## src/rtl/traffic_light_control_pkg.sv

```systemverilog
// Shared types and constants for the two-road traffic light controller:
// phase encoding, lamp patterns and default phase durations.
package traffic_pkg;

    typedef enum logic [2:0] {
        MG,
        MY,
        CG,
        CY,
        FLASH
    } state_t;

    localparam int unsigned CNT_W = 5;
    localparam int unsigned LED_W = 6;

    // Lamp order is {mR,mY,mG,cR,cY,cG}
    localparam logic [LED_W-1:0] LED_MG       = 6'b001_100;
    localparam logic [LED_W-1:0] LED_MY       = 6'b010_100;
    localparam logic [LED_W-1:0] LED_CG       = 6'b100_001;
    localparam logic [LED_W-1:0] LED_CY       = 6'b100_010;
    localparam logic [LED_W-1:0] LED_FLASH_ON = 6'b010_010;
    localparam logic [LED_W-1:0] LED_DARK     = 6'b000_000;

    localparam int unsigned TICK_DIV_DEF = 1;
    localparam int unsigned T_MG_DEF     = 25;
    localparam int unsigned T_MG_PK_DEF  = 30;
    localparam int unsigned T_CG_DEF     = 15;
    localparam int unsigned T_CG_PK_DEF  = 20;
    localparam int unsigned T_Y_DEF      = 3;
    localparam int unsigned T_PED_DEF    = 5;

    function automatic logic [CNT_W-1:0] min_cnt(input logic [CNT_W-1:0] a,
                                                 input logic [CNT_W-1:0] b);
        return (a < b) ? a : b;
    endfunction

    function automatic logic [LED_W-1:0] led_of(input state_t s, input logic f);
        logic [LED_W-1:0] led;
        case (s)
            MG:      led = LED_MG;
            MY:      led = LED_MY;
            CG:      led = LED_CG;
            CY:      led = LED_CY;
            FLASH:   led = f ? LED_FLASH_ON : LED_DARK;
            default: led = LED_MG;
        endcase
        return led;
    endfunction

endpackage

```

## src/rtl/traffic_light_control_if.sv

```systemverilog
// Sensor/request inputs and lamp/display outputs of the controller.
// The slave side is the controller; the master side is its environment.
interface traffic_light_control_if;
    logic       Cm;
    logic       Cc;
    logic       PQm;
    logic       PQc;
    logic       peak;
    logic       online;
    logic [4:0] countdown_time;
    logic [5:0] led_light;

    modport master (
        output Cm, Cc, PQm, PQc, peak, online,
        input  countdown_time, led_light
    );

    modport slave (
        input  Cm, Cc, PQm, PQc, peak, online,
        output countdown_time, led_light
    );
endinterface

```

## src/rtl/traffic_light_control_tick_gen.sv

```systemverilog
// Countdown tick divider: tick is high for one clock every TICK_DIV clocks
// (always high when TICK_DIV is 1). clr restarts the division period.
module tick_gen #(
    parameter int unsigned TICK_DIV = 1
) (
    input  logic clk,
    input  logic set,
    input  logic clr,
    output logic tick
);
    localparam int unsigned W = (TICK_DIV > 1) ? $clog2(TICK_DIV) : 1;
    localparam logic [W-1:0] LAST = W'(TICK_DIV - 1);

    logic [W-1:0] cnt;

    // NOTE: sequential state uses non-blocking assignments so every register
    // samples pre-edge values regardless of process ordering.
    always_ff @(posedge clk or negedge set) begin
        if (!set) begin
            cnt <= '0;
        end else if (clr || cnt == LAST) begin
            cnt <= '0;
        end else begin
            cnt <= cnt + W'(1);
        end
    end

    assign tick = (cnt == LAST);

endmodule

```

## src/rtl/traffic_light_control.sv

```systemverilog
// Two-road signal controller: MG -> MY -> CG -> CY phase sequencer with
// per-phase countdown, pedestrian caps, cross-road early release and flash override.
module traffic_light_control
    import traffic_pkg::*;
#(
    parameter int unsigned TICK_DIV = TICK_DIV_DEF,
    parameter int unsigned T_MG     = T_MG_DEF,
    parameter int unsigned T_MG_PK  = T_MG_PK_DEF,
    parameter int unsigned T_CG     = T_CG_DEF,
    parameter int unsigned T_CG_PK  = T_CG_PK_DEF,
    parameter int unsigned T_Y      = T_Y_DEF,
    parameter int unsigned T_PED    = T_PED_DEF
) (
    input  logic                   clk,
    input  logic                   set,
    input  logic                   rst,
    traffic_light_control_if.slave bus
);
    localparam logic [CNT_W-1:0] MG_N  = CNT_W'(T_MG);
    localparam logic [CNT_W-1:0] MG_PK = CNT_W'(T_MG_PK);
    localparam logic [CNT_W-1:0] CG_N  = CNT_W'(T_CG);
    localparam logic [CNT_W-1:0] CG_PK = CNT_W'(T_CG_PK);
    localparam logic [CNT_W-1:0] Y_LEN = CNT_W'(T_Y);
    localparam logic [CNT_W-1:0] P_CAP = CNT_W'(T_PED);

    state_t             state, state_nx;
    logic [CNT_W-1:0]   count, count_nx;
    logic               ped_m, ped_m_nx;
    logic               ped_c, ped_c_nx;
    logic               flash_f, flash_f_nx;
    logic [LED_W-1:0]   led, led_nx;
    logic [CNT_W-1:0]   dur_mg, dur_cg;
    logic               tick;

    tick_gen #(
        .TICK_DIV (TICK_DIV)
    ) u_tick_gen (
        .clk  (clk),
        .set  (set),
        .clr  (rst),
        .tick (tick)
    );

    // Durations are sampled at the moment a phase is loaded
    assign dur_mg = bus.peak ? MG_PK : MG_N;
    assign dur_cg = bus.peak ? CG_PK : CG_N;

    // NOTE: every signal written here gets a default first, so no path
    // through the block can leave one unassigned and infer a latch.
    always_comb begin
        state_nx   = state;
        count_nx   = count;
        ped_m_nx   = ped_m | bus.PQm;
        ped_c_nx   = ped_c | bus.PQc;
        flash_f_nx = flash_f;

        if (bus.online) begin
            state_nx   = FLASH;
            count_nx   = '0;
            flash_f_nx = (state != FLASH) ? 1'b1 : (flash_f ^ tick);
        end else if (state == FLASH) begin
            state_nx = MG;
            count_nx = dur_mg;
        end else if (tick) begin
            if (count <= CNT_W'(1)) begin
                case (state)
                    MG: begin
                        if (bus.Cc || ped_c || ped_m) begin
                            state_nx = MY;
                            count_nx = Y_LEN;
                        end else begin
                            count_nx = dur_mg;
                        end
                    end
                    MY: begin
                        state_nx = CG;
                        count_nx = dur_cg;
                    end
                    CG: begin
                        state_nx = CY;
                        count_nx = Y_LEN;
                    end
                    default: begin
                        state_nx = MG;
                        count_nx = dur_mg;
                    end
                endcase
            end else begin
                count_nx = count - CNT_W'(1);
                if (state == MG && ped_m) begin
                    count_nx = min_cnt(count_nx, P_CAP);
                end
                // Cross green is released early when nobody is waiting on it
                if (state == CG) begin
                    if (ped_c) begin
                        count_nx = min_cnt(count_nx, P_CAP);
                    end else if (!bus.Cc && count > Y_LEN) begin
                        count_nx = Y_LEN;
                    end
                end
            end
        end

        if (state_nx == CG && state != CG) begin
            ped_m_nx = 1'b0;
        end
        if (state_nx == MG && state != MG) begin
            ped_c_nx = 1'b0;
        end

        led_nx = led_of(state_nx, flash_f_nx);
    end

    always_ff @(posedge clk or negedge set) begin
        if (!set) begin
            state   <= MG;
            count   <= MG_N;
            ped_m   <= 1'b0;
            ped_c   <= 1'b0;
            flash_f <= 1'b1;
            led     <= LED_MG;
        end else if (rst) begin
            state   <= MG;
            count   <= MG_N;
            ped_m   <= 1'b0;
            ped_c   <= 1'b0;
            flash_f <= 1'b1;
            led     <= LED_MG;
        end else begin
            state   <= state_nx;
            count   <= count_nx;
            ped_m   <= ped_m_nx;
            ped_c   <= ped_c_nx;
            flash_f <= flash_f_nx;
            led     <= led_nx;
        end
    end

    assign bus.countdown_time = count;
    assign bus.led_light      = led;

endmodule

```

## src/flat_wrapper.sv

```systemverilog
// flat-port wrapper written by rule: the top's interface ports become plain ports
module traffic_light_control_flat import traffic_pkg::*;
#(
    parameter int unsigned TICK_DIV = TICK_DIV_DEF,
    parameter int unsigned T_MG     = T_MG_DEF,
    parameter int unsigned T_MG_PK  = T_MG_PK_DEF,
    parameter int unsigned T_CG     = T_CG_DEF,
    parameter int unsigned T_CG_PK  = T_CG_PK_DEF,
    parameter int unsigned T_Y      = T_Y_DEF,
    parameter int unsigned T_PED    = T_PED_DEF
)
  (clk, set, rst, bus_Cm, bus_Cc, bus_PQm, bus_PQc, bus_peak, bus_online, bus_countdown_time, bus_led_light);
  traffic_light_control_if bus_i ();
  input  logic clk;
  input  logic set;
  input  logic rst;
  input wire logic [$bits(bus_i.Cm)-1:0] bus_Cm;
  input wire logic [$bits(bus_i.Cc)-1:0] bus_Cc;
  input wire logic [$bits(bus_i.PQm)-1:0] bus_PQm;
  input wire logic [$bits(bus_i.PQc)-1:0] bus_PQc;
  input wire logic [$bits(bus_i.peak)-1:0] bus_peak;
  input wire logic [$bits(bus_i.online)-1:0] bus_online;
  output wire logic [$bits(bus_i.countdown_time)-1:0] bus_countdown_time;
  output wire logic [$bits(bus_i.led_light)-1:0] bus_led_light;
  assign bus_i.Cm = bus_Cm;
  assign bus_i.Cc = bus_Cc;
  assign bus_i.PQm = bus_PQm;
  assign bus_i.PQc = bus_PQc;
  assign bus_i.peak = bus_peak;
  assign bus_i.online = bus_online;
  assign bus_countdown_time = bus_i.countdown_time;
  assign bus_led_light = bus_i.led_light;
  traffic_light_control #(.TICK_DIV(TICK_DIV), .T_MG(T_MG), .T_MG_PK(T_MG_PK), .T_CG(T_CG), .T_CG_PK(T_CG_PK), .T_Y(T_Y), .T_PED(T_PED)) u_core (.clk(clk), .set(set), .rst(rst), .bus(bus_i));
endmodule
```

## config.mk

```make
export PLATFORM = sky130hd
export DESIGN_NAME = traffic_light_control_flat
export DESIGN_NICKNAME = d
export VERILOG_FILES = /design/src/rtl/traffic_light_control_pkg.sv /design/src/rtl/traffic_light_control_if.sv /design/src/rtl/traffic_light_control_tick_gen.sv /design/src/rtl/traffic_light_control.sv /design/src/flat_wrapper.sv
export SDC_FILE = /design/constraint.sdc
export NUM_CORES = 1
export LEC_CHECK = 0
export ABC_AREA = 1
export CORE_MARGIN = 10
export CORE_UTILIZATION = 53
export CTS_CLUSTER_SIZE = 20
export DETAILED_ROUTE_END_ITERATION = 16
export PLACE_DENSITY_LB_ADDON = 0.12
export SETUP_SLACK_MARGIN = 0.05
export SYNTH_ARGS = -nofsm -noshare
export SYNTH_HDL_FRONTEND = slang
export SYNTH_SLANG_ARGS = --single-unit
```

## constraint.sdc

```tcl
create_clock -name clk -period 2.3 [get_ports clk]
set_input_delay 0.23 -clock clk [delete_from_list [all_inputs] [get_ports clk]]
set_output_delay 0.23 -clock clk [all_outputs]
set_load 0.02 [all_outputs]
```

==> summary.txt, run 1 <==
Pwr
  – Logic pwr share: 0.301
  – P_sw: roughly 260 µW
  – Static leakage: about 0.8 nW
  – Peak VDD IR: roughly 0.37 mV
  – Internal power: ~530 µW
  – Net Sw Frac: 0.333
  – Pwr per Cell Area: 507 nW/µm²
  – Clock share of power: 0.244
  – Sequential share of power: 0.455

Floorplanning
  – Die Wd: roughly 70 µm
  – Starting density of the core: 0.576
  – Die area: 4860 µm²
  – FP Rows: 17
  – DIE HEIGHT: between 60 and 70 µm
  – CORE AREA: between 2000 and 2500 µm²
  – IO Pins: 20

Yosys
  – Combinational family with the most area after synthesis: simple AND/OR/NAND/NOR gates
  – Synth Area per Inst: about 7.1 µm²
  – Post-synth top area share: 0.229
  – Adder-cell area share of the yosys netlist: 0.0286
  – Area contributors post-synth: dfrtp_1 (23%), nand2_1 (15%), dfstp_2 (12%)
  – Post-synthesis compound-gate area fraction: 0.0964
  – Cell variety after synth: 31
  – Mux cell area share after synthesis: 0
  – Mapped cell area: ~1300 µm²
  – Synth warn: 0
  – #FFs+latches synth: 18
  – Syn Nets: ~200
  – Top cell type by total area after synthesis: dfrtp_1
  – Post-Synth XOR/XNOR Area: 0.00668
  – Post-Synthesis Cells: ~190
  – Sequential fraction of the synthesis area: 0.349
  – Post-Synth Simple-Gate Area: 0.424

Worst setup path
  – Crit-path max FO: 7
  – Endpoint class of the critical path: flip-flop
  – Worst setup SP type: flip-flop
  – CP delay by family, top: simple AND/OR/NAND/NOR gates
  – CP max stage cell: dfstp_2
  – Buf/Inv on CP: 2
  – Crit-path most repeated cell: nand2_1
  – Critical path class: reg -> reg
  – Critical Path RT: 2490 ps
  – Slowest stage delay, CP: roughly 600 ps
  – CP Cell Sequence: inv_1 -> ha_1 -> inv_1 -> nand2_1 -> nand2_1 -> nor2_1 -> nor2_1 -> nand3_1 -> nand2_1 -> nand2_1 -> nand2_1 -> nand2_1 -> nand2_1 -> nand2_1
  – Data arrival time of the worst path: between 2000 and 2500 ps
  – Reg-to-reg setup timing slack: 380 ps
  – Critical R2R Capture: u_core.bus.countdown_time[2]
  – Reg2reg path depth: 14
  – R2R Path Start: u_core.bus.countdown_time[0]

Detailed routing
  – Initial DRC Count: 79
  – Pre-antenna DRT Iters: 4
  – Drt wl/cell: 12.9 µm
  – Routed vias: 1243
  – Routed Antenna Nets: 0
  – Post-Route WL: ~3000 µm
  – Drc violations: 0
  – Via-to-Cell Ratio: ~5.3

Final layout
  – Fin util: 0.682
  – Nets: 219
  – Layout area overhead: 18.3%
  – Antenna Cells: 0
  – Fin cells: roughly 230
  – Layout cells sized above 1: 0.155

STA
  – Hold_ws: approximately 370 ps
  – Fin crit period: ~1900 ps
  – Fmax achieved: about 0.52 GHz
  – Slew HR: 0.502
  – RSZ-0062 raised after global routing: false
  – Max Slew Vio Count: 0
  – Worst-Margin Slew: 745 ps
  – Tcrit/Tclk final: 0.833
  – Clock Skews: about 0.43 ps
  – Setup TNS: 0 ps
  – # setup viols final: 0
  – Hold Violations, Final: 0

Clock network
  – Worst skew pair latency: 290 ps
  – Worst-path clk slew: around 100 ps
  – Clock root buffer: clkbuf_4
  – # clock sinks: 18
  – CTS tree: built
  – Max H-tree Level: 1
  – CTS Buffer Depth: 2
  – Hold Buf Count CTS: 0
  – Cts repair resizes: 0
  – # Post-CTS Setup Buffers: 0
  – Total CTS buffers: 3

Global route
  – Vias in the first global route: 1214
  – Overall Global Routing Usage: 0.124
  – Largest net degree at the start of global routing: 19
  – Global-route wire length before repair: 5230 µm
  – Grt ovf: 0
  – Initial antenna violation count: 0

Placed design
  – Dpl hpwl: 2450 µm
  – I/O Buffers: 18
  – Post-Place Cells: between 200 and 250
  – Final GP Congestion: about 0.9

Status
  – Outcome: finished clean

Run
  – Max cap viols: 0

Worst hold path
  – HP Class: in -> async
-- stage by stage --
| stage | total power [mW] | setup slack (ps) | instance area (µm²) |
|---|---|---|---|
| after CTS | 0.791 | 379 | 1550 |
| after global routing | 0.840 | 173 | 1550 |
| after floorplan | 0.520 | 557 | 1310 |
| after global placement | 0.590 | 462 | 1520 |
| after detailed placement | 0.599 | 394 | 1520 |
| final | 0.787 | 384 | 1550 |
-- cell usage in the layout (no fill, tap or decap), types with 2 or more instances in the layout --
master / netlist / routed
nand2_1: 53 / 53
nand3_1: 14 / 14
inv_2: 3 / 3
nor2_2: 3 / 3
o21ai_0: 11 / 11
dfrtp_1: 12 / 12
nand4_1: 4 / 4
inv_1: 25 / 25
clkbuf_4: 0 / 3
dfstp_2: 6 / 6
a31oi_1: 3 / 3
ha_1: 3 / 3
a21oi_1: 4 / 4
nand2_2: 3 / 3
nand2_4: 2 / 2
nor2_4: 3 / 3
clkdlybuf4s50_1: 0 / 18
nor2_1: 20 / 20
nand3b_1: 2 / 2
-- worst max-delay path by stage --
stage,startpoint,end,depth (start not counted)
after global placement,u_core.bus.countdown_time[0],u_core.bus.countdown_time[2],14
after floorplan,u_core.bus.countdown_time[0],u_core.bus.countdown_time[2],14
after global routing,u_core.bus.countdown_time[0],u_core.bus.countdown_time[2],14
after CTS,u_core.bus.countdown_time[0],u_core.bus.countdown_time[2],14
after detailed placement,u_core.bus.countdown_time[0],u_core.bus.countdown_time[2],14
final,u_core.bus.countdown_time[0],u_core.bus.countdown_time[2],14
-- cell families after synthesis --
family | after synthesis
AOI/OAI and AO/OA | 21
buffers and inverters | 30
and+or+nand+nor | 111
DFF | 18
other | 1
adders and majority gates | 3
xor gates and xnor gates | 1
-- area by class of cell --
class | instances | area (µm²)
multi-input combinational | 137 | 732
fill | 209 | 724
sequential | 18 | 458
timing repair buffer | 18 | 180
inverter | 29 | 110
clock buffer | 4 | 36.3
tap | 28 | 35.0
-- synth_stat cells --
master	n
nor2_8	1
and3_1	1
nand3_4	1
nor2_1	20
nor2_2	3
xor2_1	1
o21ai_0	11
ha_1	3
nor2_4	3
buf_6	1
or2_2	1
a21oi_4	1
nand3_1	14
nand2_2	3
nand2_4	2
inv_2	3
nand4_1	4
conb_1	1
a21oi_1	4
dfstp_2	6
nor4_2	1
clkinv_2	1
o211ai_1	1
nor3_1	1
nand3_2	1
a31oi_1	3
nand3b_1	2
nand2_1	53
dfrtp_1	12
inv_1	25
a21oi_2	1
-- registers in the layout, indices dropped and copies added (netlist names) --
name,flops
u_core.bus.countdown_time,5
u_core.bus.led_light,6
u_core.flash_f,1
u_core.ped_c,1
u_core.ped_m,1
u_core.state,3
u_core.u_tick_gen.cnt,1
-- power by group through the flow --
stage | registers [mW] | clock network, mW | logic, mW
2_1_floorplan | 0.376 | 0 | 0.144
3_3_place_gp | 0.362 | 0 | 0.228
3_5_place_dp | 0.363 | 0 | 0.236
4_1_cts | 0.358 | 0.196 | 0.237
5_1_grt | 0.361 | 0.215 | 0.264
6_report | 0.358 | 0.192 | 0.237
-- layer usage --
metal,wire length (µm),GRT usage,part of all wire
met1,1270,0.129,0.42
met2,1580,0.240,0.52
met3,124,0.0243,0.041
met4,42,0.0348,0.014
met5,0,0,0
No activity file was read; power rests on OpenSTA's default activity.
==> run 2: changes to the inputs <==
==> constraint.sdc (replaced) <==
create_clock -name clk -period 2 [get_ports clk]
set_input_delay 0.2 -clock clk [delete_from_list [all_inputs] [get_ports clk]]
set_output_delay 0.2 -clock clk [all_outputs]
set_load 0.02 [all_outputs]
==> run 2 against run 1 <==
  * First-iteration DRC count down 15%
  * Clock skew up 5.1 ps
  * Combinational power up 20%
  * Global-route usage up 0.17 points
  * Core utilization up 1.4 points
  * Critical path type unchanged
  * Critical endpoint is now u_core.bus.led_light[1]
  * Largest cell class unchanged
  * Highest routed layer unchanged
==> summary.txt, run 2 (synthesized netlist as in run 1, its figures left out) <==
Global route
  – Global-route wire length before repair: 5260 µm (+0.65%)
  – Largest net degree at the start of global routing: 19 (unchanged)
  – Grt ovf: 0 (unchanged)
  – Initial antenna violation count: 0 (unchanged)
  – Vias in the first global route: 1245 (+2.6%)
  – Overall Global Routing Usage: 0.125 (+0.00169)

Placed design
  – Dpl hpwl: 2550 µm (+4.1%)
  – Post-Place Setup Slack: 159 ps (-236 ps)
  – Post-Place Cells: 233 (+1.3%)
  – Final GP Congestion: 0.931 (+4.5%)
  – I/O Buffers: 18 (unchanged)

Status
  – Outcome: finished clean

Worst setup path
  – Crit-path max FO: 8 (+1)
  – Reg-to-reg setup timing slack: 180 ps (-210 ps)
  – Slowest stage delay, CP: 550 ps (-60 ps)
  – Worst setup SP type: flip-flop
  – Critical Path RT: 2220 ps (-270 ps)
  – R2R Path Start: u_core.bus.countdown_time[0]
  – CP Cell Sequence: buf_4 -> ha_1 -> nor2_2 -> nor2_8 -> nand2_4 -> a21oi_4 -> inv_2 -> nor2_4 -> nand2_2 -> a21oi_2
  – Buf/Inv on CP: 2 (unchanged)
  – CP delay by family, top: flip-flops
  – Reg2reg path depth: 10 (-4)
  – CP max stage cell: dfstp_2
  – Data arrival time of the worst path: 2040 ps (-70 ps)
  – Critical path class: reg -> reg
  – Endpoint class of the critical path: flip-flop
  – Critical R2R Capture: u_core.bus.led_light[1]

Clock network
  – Max H-tree Level: 1 (unchanged)
  – Clock root buffer: clkbuf_4
  – CTS tree: built
  – Hold Buf Count CTS: 0 (unchanged)
  – Worst skew pair latency: 280 ps (about the same)
  – # clock sinks: 18 (unchanged)
  – Worst-path clk slew: 100 ps (about the same)
  – CTS Buffer Depth: 2 (unchanged)
  – Total CTS buffers: 3 (unchanged)

STA
  – Fmax achieved: 0.549 GHz (+5.2%)
  – Clock Skews: 5.49 ps (+5.06 ps)
  – # setup viols final: 0 (unchanged)
  – Setup TNS: 0 ps (unchanged)
  – Max Slew Vio Count: 0 (unchanged)
  – Hold Violations, Final: 0 (unchanged)
  – Setup ws final: 179 ps (-205 ps)
  – Hold_ws: 220 ps (-151 ps)
  – Tcrit/Tclk final: 0.911 (+0.0776)
  – Fin crit period: 1820 ps (-94.7 ps)
  – RSZ-0062 raised after global routing: false

Floorplanning
  – DIE HEIGHT: 69.7 µm (unchanged)
  – FP Rows: 17 (unchanged)
  – IO Pins: 20 (unchanged)
  – Die Wd: 69.7 µm (unchanged)
  – Starting density of the core: 0.576 (unchanged)
  – CORE AREA: 2280 µm² (unchanged)
  – Die area: 4860 µm² (unchanged)

Detailed routing
  – Pre-antenna DRT Iters: 4 (unchanged)
  – Drt wl/cell: 13.3 µm (+3.4%)
  – Routed vias: 1290 (+3.8%)
  – Drc violations: 0 (unchanged)
  – Initial DRC Count: 67 (-15%)
  – Post-Route WL: 3170 µm (+5.2%)
  – Via-to-Cell Ratio: 5.42 (+2.0%)
  – Routed Antenna Nets: 0 (unchanged)

Pwr
  – Peak VDD IR: 0.619 mV (+68%)
  – Static leakage: 0.811 nW (+2.2%)
  – Pwr per Cell Area: 576 nW/µm² (+14%)

Final layout
  – Fin cells: 238 (+1.7%)
  – Layout fillers: 183 (-12%)
  – Max reg flops: 6 (unchanged)
  – Layout cells sized above 1: 0.176 (+0.0209)
  – Most frequent cells in the layout: nand2_1 (53), inv_1 (25), nor2_1 (20)
  – Nets: 223 (+1.8%)
  – Fin util: 0.695 (+0.0137)
  – Antenna Cells: 0 (unchanged)
  – Most common cell after layout, fill and taps aside: nand2_1
  – Layout area overhead: 20.7%

Run
  – Max cap viols: 0 (unchanged)

Worst hold path
  – HP Class: in -> async
run 2: cell count changes in the layout (fill, tap and decap cells not counted), sizes merged:
cell,delta
buf,+4
run 2: per-layer routing:
layer,vias up,part of all wire,track usage
met4,0,0.021,0.0348
met3,8,0.064,0.0357
met2,45,0.53,0.243
li1,640,-,-
met1,597,0.38,0.125
met5,-,0,0
run 2: area by class of cell:
cell class | instances | area [µm²] | share of cell area
repair buffers | 22 | 210 | 0.133
flip-flops and latches | 18 | 459 | 0.290
multi-input cells | 137 | 732 | 0.462
inverters | 29 | 110 | 0.0696
clock buffers | 4 | 36.3 | 0.0229
well taps | 28 | 35.0 | 0.0221
run 2: worst max path at each step:
stage                                      start  depth (start not counted)                      endpoint
global route        u_core.bus.countdown_time[0]                         14  u_core.bus.countdown_time[0]
CTS                 u_core.bus.countdown_time[0]                         14  u_core.bus.countdown_time[0]
global placement    u_core.bus.countdown_time[0]                         14  u_core.bus.countdown_time[2]
detailed placement  u_core.bus.countdown_time[0]                         14  u_core.bus.countdown_time[0]
finish              u_core.bus.countdown_time[0]                         10       u_core.bus.led_light[1]
floorplan           u_core.bus.countdown_time[0]                         14  u_core.bus.countdown_time[2]
run 2: repair_timing:
| item | in CTS | in global routing |
|---|---|---|
| resized for setup | 0 | 1 |
| endpoints found under the setup margin | 0 | 2 |
| endpoints found under the hold margin | 0 | 0 |
| buffers inserted | 0 | 1 |
run 2: report_power, final:
part / switching, mW / internal, mW
clock network: 0.107 / 0.111
logic: 0.175 / 0.109
registers: 0.0192 / 0.391
run 2: stage by stage:
stage,power [mW],instance area (µm²)
floorplan,0.598,1310
global placement,0.682,1540
detailed placement,0.695,1540
CTS,0.913,1570
global route,0.970,1580
finish,0.911,1580
==> run 3: changes to the inputs <==
--- a/config.mk
+++ b/config.mk
@@ -6,12 +6,13 @@
 export NUM_CORES = 1
 export LEC_CHECK = 0
 export ABC_AREA = 1
+export CORE_ASPECT_RATIO = 1.1
 export CORE_MARGIN = 10
 export CORE_UTILIZATION = 53
 export CTS_CLUSTER_SIZE = 20
 export DETAILED_ROUTE_END_ITERATION = 16
 export PLACE_DENSITY_LB_ADDON = 0.12
-export SETUP_SLACK_MARGIN = 0.05
+export SETUP_SLACK_MARGIN = 0.1
 export SYNTH_ARGS = -nofsm -noshare
 export SYNTH_HDL_FRONTEND = slang
 export SYNTH_SLANG_ARGS = --single-unit
==> run 3 against run 2 <==
  * Final area is 0.87% higher
  * Highest routed layer unchanged
  * Critical path depth is 1 lower
  * Die area hardly changed
==> summary.txt, run 3 (synthesized netlist as in run 1, its figures left out) <==
Final layout
  – Nets: 224 (+0.45%)
  – Final Cell Area: 1600 µm² (+0.87%)
  – Max reg flops: 6 (unchanged)
  – Antenna Cells: 0 (unchanged)
  – Area of the multi-input gates: 737 µm² (+0.68%)
  – Most frequent cells in the layout: nand2_1 (53), inv_1 (25), nor2_1 (19)
  – Layout cells sized above 1: 0.185 (+0.00864)
  – Fin util: 0.695 (about the same)
  – Layout area overhead: 21.8%
  – Most common cell after layout, fill and taps aside: nand2_1
  – Layout fillers: 221 (+21%)
  – Register Area: 458 µm² (-0.27%)

Clock network
  – CTS tree: built
  – Hold Buf Count CTS: 0 (unchanged)
  – Clock root buffer: clkbuf_4
  – Worst skew pair latency: 300 ps (+20 ps)
  – Max H-tree Level: 1 (unchanged)
  – Worst-path clk slew: 100 ps (about the same)
  – # clock sinks: 18 (unchanged)
  – Total CTS buffers: 3 (unchanged)
  – CTS Buffer Depth: 2 (unchanged)

STA
  – Setup TNS: 0 ps (unchanged)
  – Fmax achieved: 0.546 GHz (-0.57%)
  – Clock Skews: 0.799 ps (-4.69 ps)
  – Tcrit/Tclk final: 0.916 (+0.00520)
  – Setup ws final: 168 ps (-10.4 ps)
  – Max Slew Vio Count: 0 (unchanged)
  – Hold Violations, Final: 0 (unchanged)
  – Fin crit period: 1830 ps (+10.4 ps)
  – # setup viols final: 0 (unchanged)
  – RSZ-0062 raised after global routing: true

Detailed routing
  – Routed Antenna Nets: 0 (unchanged)
  – Post-Route WL: 3330 µm (+5.0%)
  – Initial DRC Count: 100 (+49%)
  – Routed vias: 1288 (-0.16%)
  – Top Metal Used: met4
  – Drt wl/cell: 13.8 µm (+3.7%)
  – Drc violations: 0 (unchanged)
  – Metal-1 WL: 1300 µm (+6.5%)
  – DR WL met3: 125 µm (-38%)
  – Pre-antenna DRT Iters: 4 (unchanged)
  – Wire length on met2: 1820 µm (+8.5%)
  – Via-to-Cell Ratio: 5.34 (-1.4%)

Floorplanning
  – Die area: 4870 µm² (about the same)
  – DIE HEIGHT: 72.2 µm (+3.5%)
  – CORE AREA: 2300 µm² (+0.93%)
  – Starting density of the core: 0.571 (-0.00533)
  – IO Pins: 20 (unchanged)
  – Die Wd: 67.4 µm (-3.3%)
  – FP Rows: 18 (+1)

Worst setup path
  – Reg-to-reg setup timing slack: 170 ps (about the same)
  – Worst setup SP type: flip-flop
  – Critical Path RT: 2200 ps (-20 ps)
  – Endpoint class of the critical path: flip-flop
  – Data arrival time of the worst path: 2030 ps (about the same)
  – Critical path class: reg -> reg
  – R2R Path Start: u_core.bus.countdown_time[0]
  – Critical R2R Capture: u_core.ped_c
  – Reg2reg path depth: 9 (-1)
  – Crit-path max FO: 8 (unchanged)

Pwr
  – Final Power: 931 µW (+2.1%)
  – Static leakage: 0.816 nW (+0.64%)
  – Peak VDD IR: 0.503 mV (-19%)
  – Pwr per Cell Area: 583 nW/µm² (+1.2%)

Placed design
  – Final GP Congestion: 0.897 (-3.7%)
  – Dpl hpwl: 2670 µm (+4.9%)
  – Dpl cell area: 1540 µm² (+0.16%)
  – I/O Buffers: 18 (unchanged)
  – Post-Place Setup Slack: 157 ps (-1.80 ps)

Run
  – Max cap viols: 0 (unchanged)

Status
  – Outcome: finished clean

Global route
  – Vias in the first global route: 1222 (-1.8%)
  – Global-route wire length before repair: 5220 µm (-0.78%)
  – Initial antenna violation count: 0 (unchanged)
  – Grt ovf: 0 (unchanged)
  – Largest net degree at the start of global routing: 19 (unchanged)
  – Overall Global Routing Usage: 0.135 (+0.0101)

Worst hold path
  – HP Class: in -> async
run 3: cell count changes in the layout (fill, tap and decap cells not counted):
cell | before | now
buf_4 | 4 | 5
dfrtp_1 | 11 | 12
dfrtp_2 | 1 | 0
ha_1 | 3 | 2
ha_2 | 0 | 1
nor2_1 | 20 | 19
nor2_2 | 3 | 4
run 3: timing repair:
action,in CTS,in global routing
resized for setup,0,2
setup endpoints to repair,0,3
setup buffers,0,2
run 3: power breakdown:
group / internal [mW] / total (mW) / switching, mW
Sequential: 0.391 / 0.411 / 0.0200
Combinational: 0.112 / 0.289 / 0.177
Clock: 0.111 / 0.230 / 0.119
Total: 0.614 / 0.931 / 0.316
run 3: routing by layer:
layer | vias up | global-route usage
met1 | 611 | 0.135
met4 | 0 | 0.0731
met2 | 31 | 0.256
met5 | - | 0
met3 | 10 | 0.0215
li1 | 636 | -
run 3: worst max-delay path by stage:
stage                                 startpoint                           end  slack, ps  cells past startpoint
floorplan           u_core.bus.countdown_time[0]  u_core.bus.countdown_time[2]        260                     14
global placement    u_core.bus.countdown_time[0]  u_core.bus.countdown_time[2]        210                     14
detailed placement  u_core.bus.countdown_time[0]  u_core.bus.countdown_time[2]        160                     14
CTS                 u_core.bus.countdown_time[0]  u_core.bus.countdown_time[2]        150                     14
global route        u_core.bus.countdown_time[0]                  u_core.ped_c         70                      9
finish              u_core.bus.countdown_time[0]                  u_core.ped_c        170                      9
run 3: final cells by class:
type,count,share of cell area
clock buffer,4,0.0227
inverter,29,0.0690
multi-input combinational,137,0.462
sequential,18,0.287
tap,30,0.0235
timing repair buffer,23,0.136
run 3: stage by stage:
stage / std cells / hold WS, ps
floorplan: 185 / -95.6
global placement: 235 / 537
detailed placement: 235 / 547
CTS: 239 / 215
global route: 241 / 222
finish: 241 / 208
run 3: worst max-delay path, stage by stage, from the launching register on:
cell	delay, ps
dfstp_2	570
buf_4	120
ha_1	150
nor2_2	70
nor2_8	160
nand4_1	190
nand3_4	170
nand3_1	140
nor2_1	110
nor2_1	40
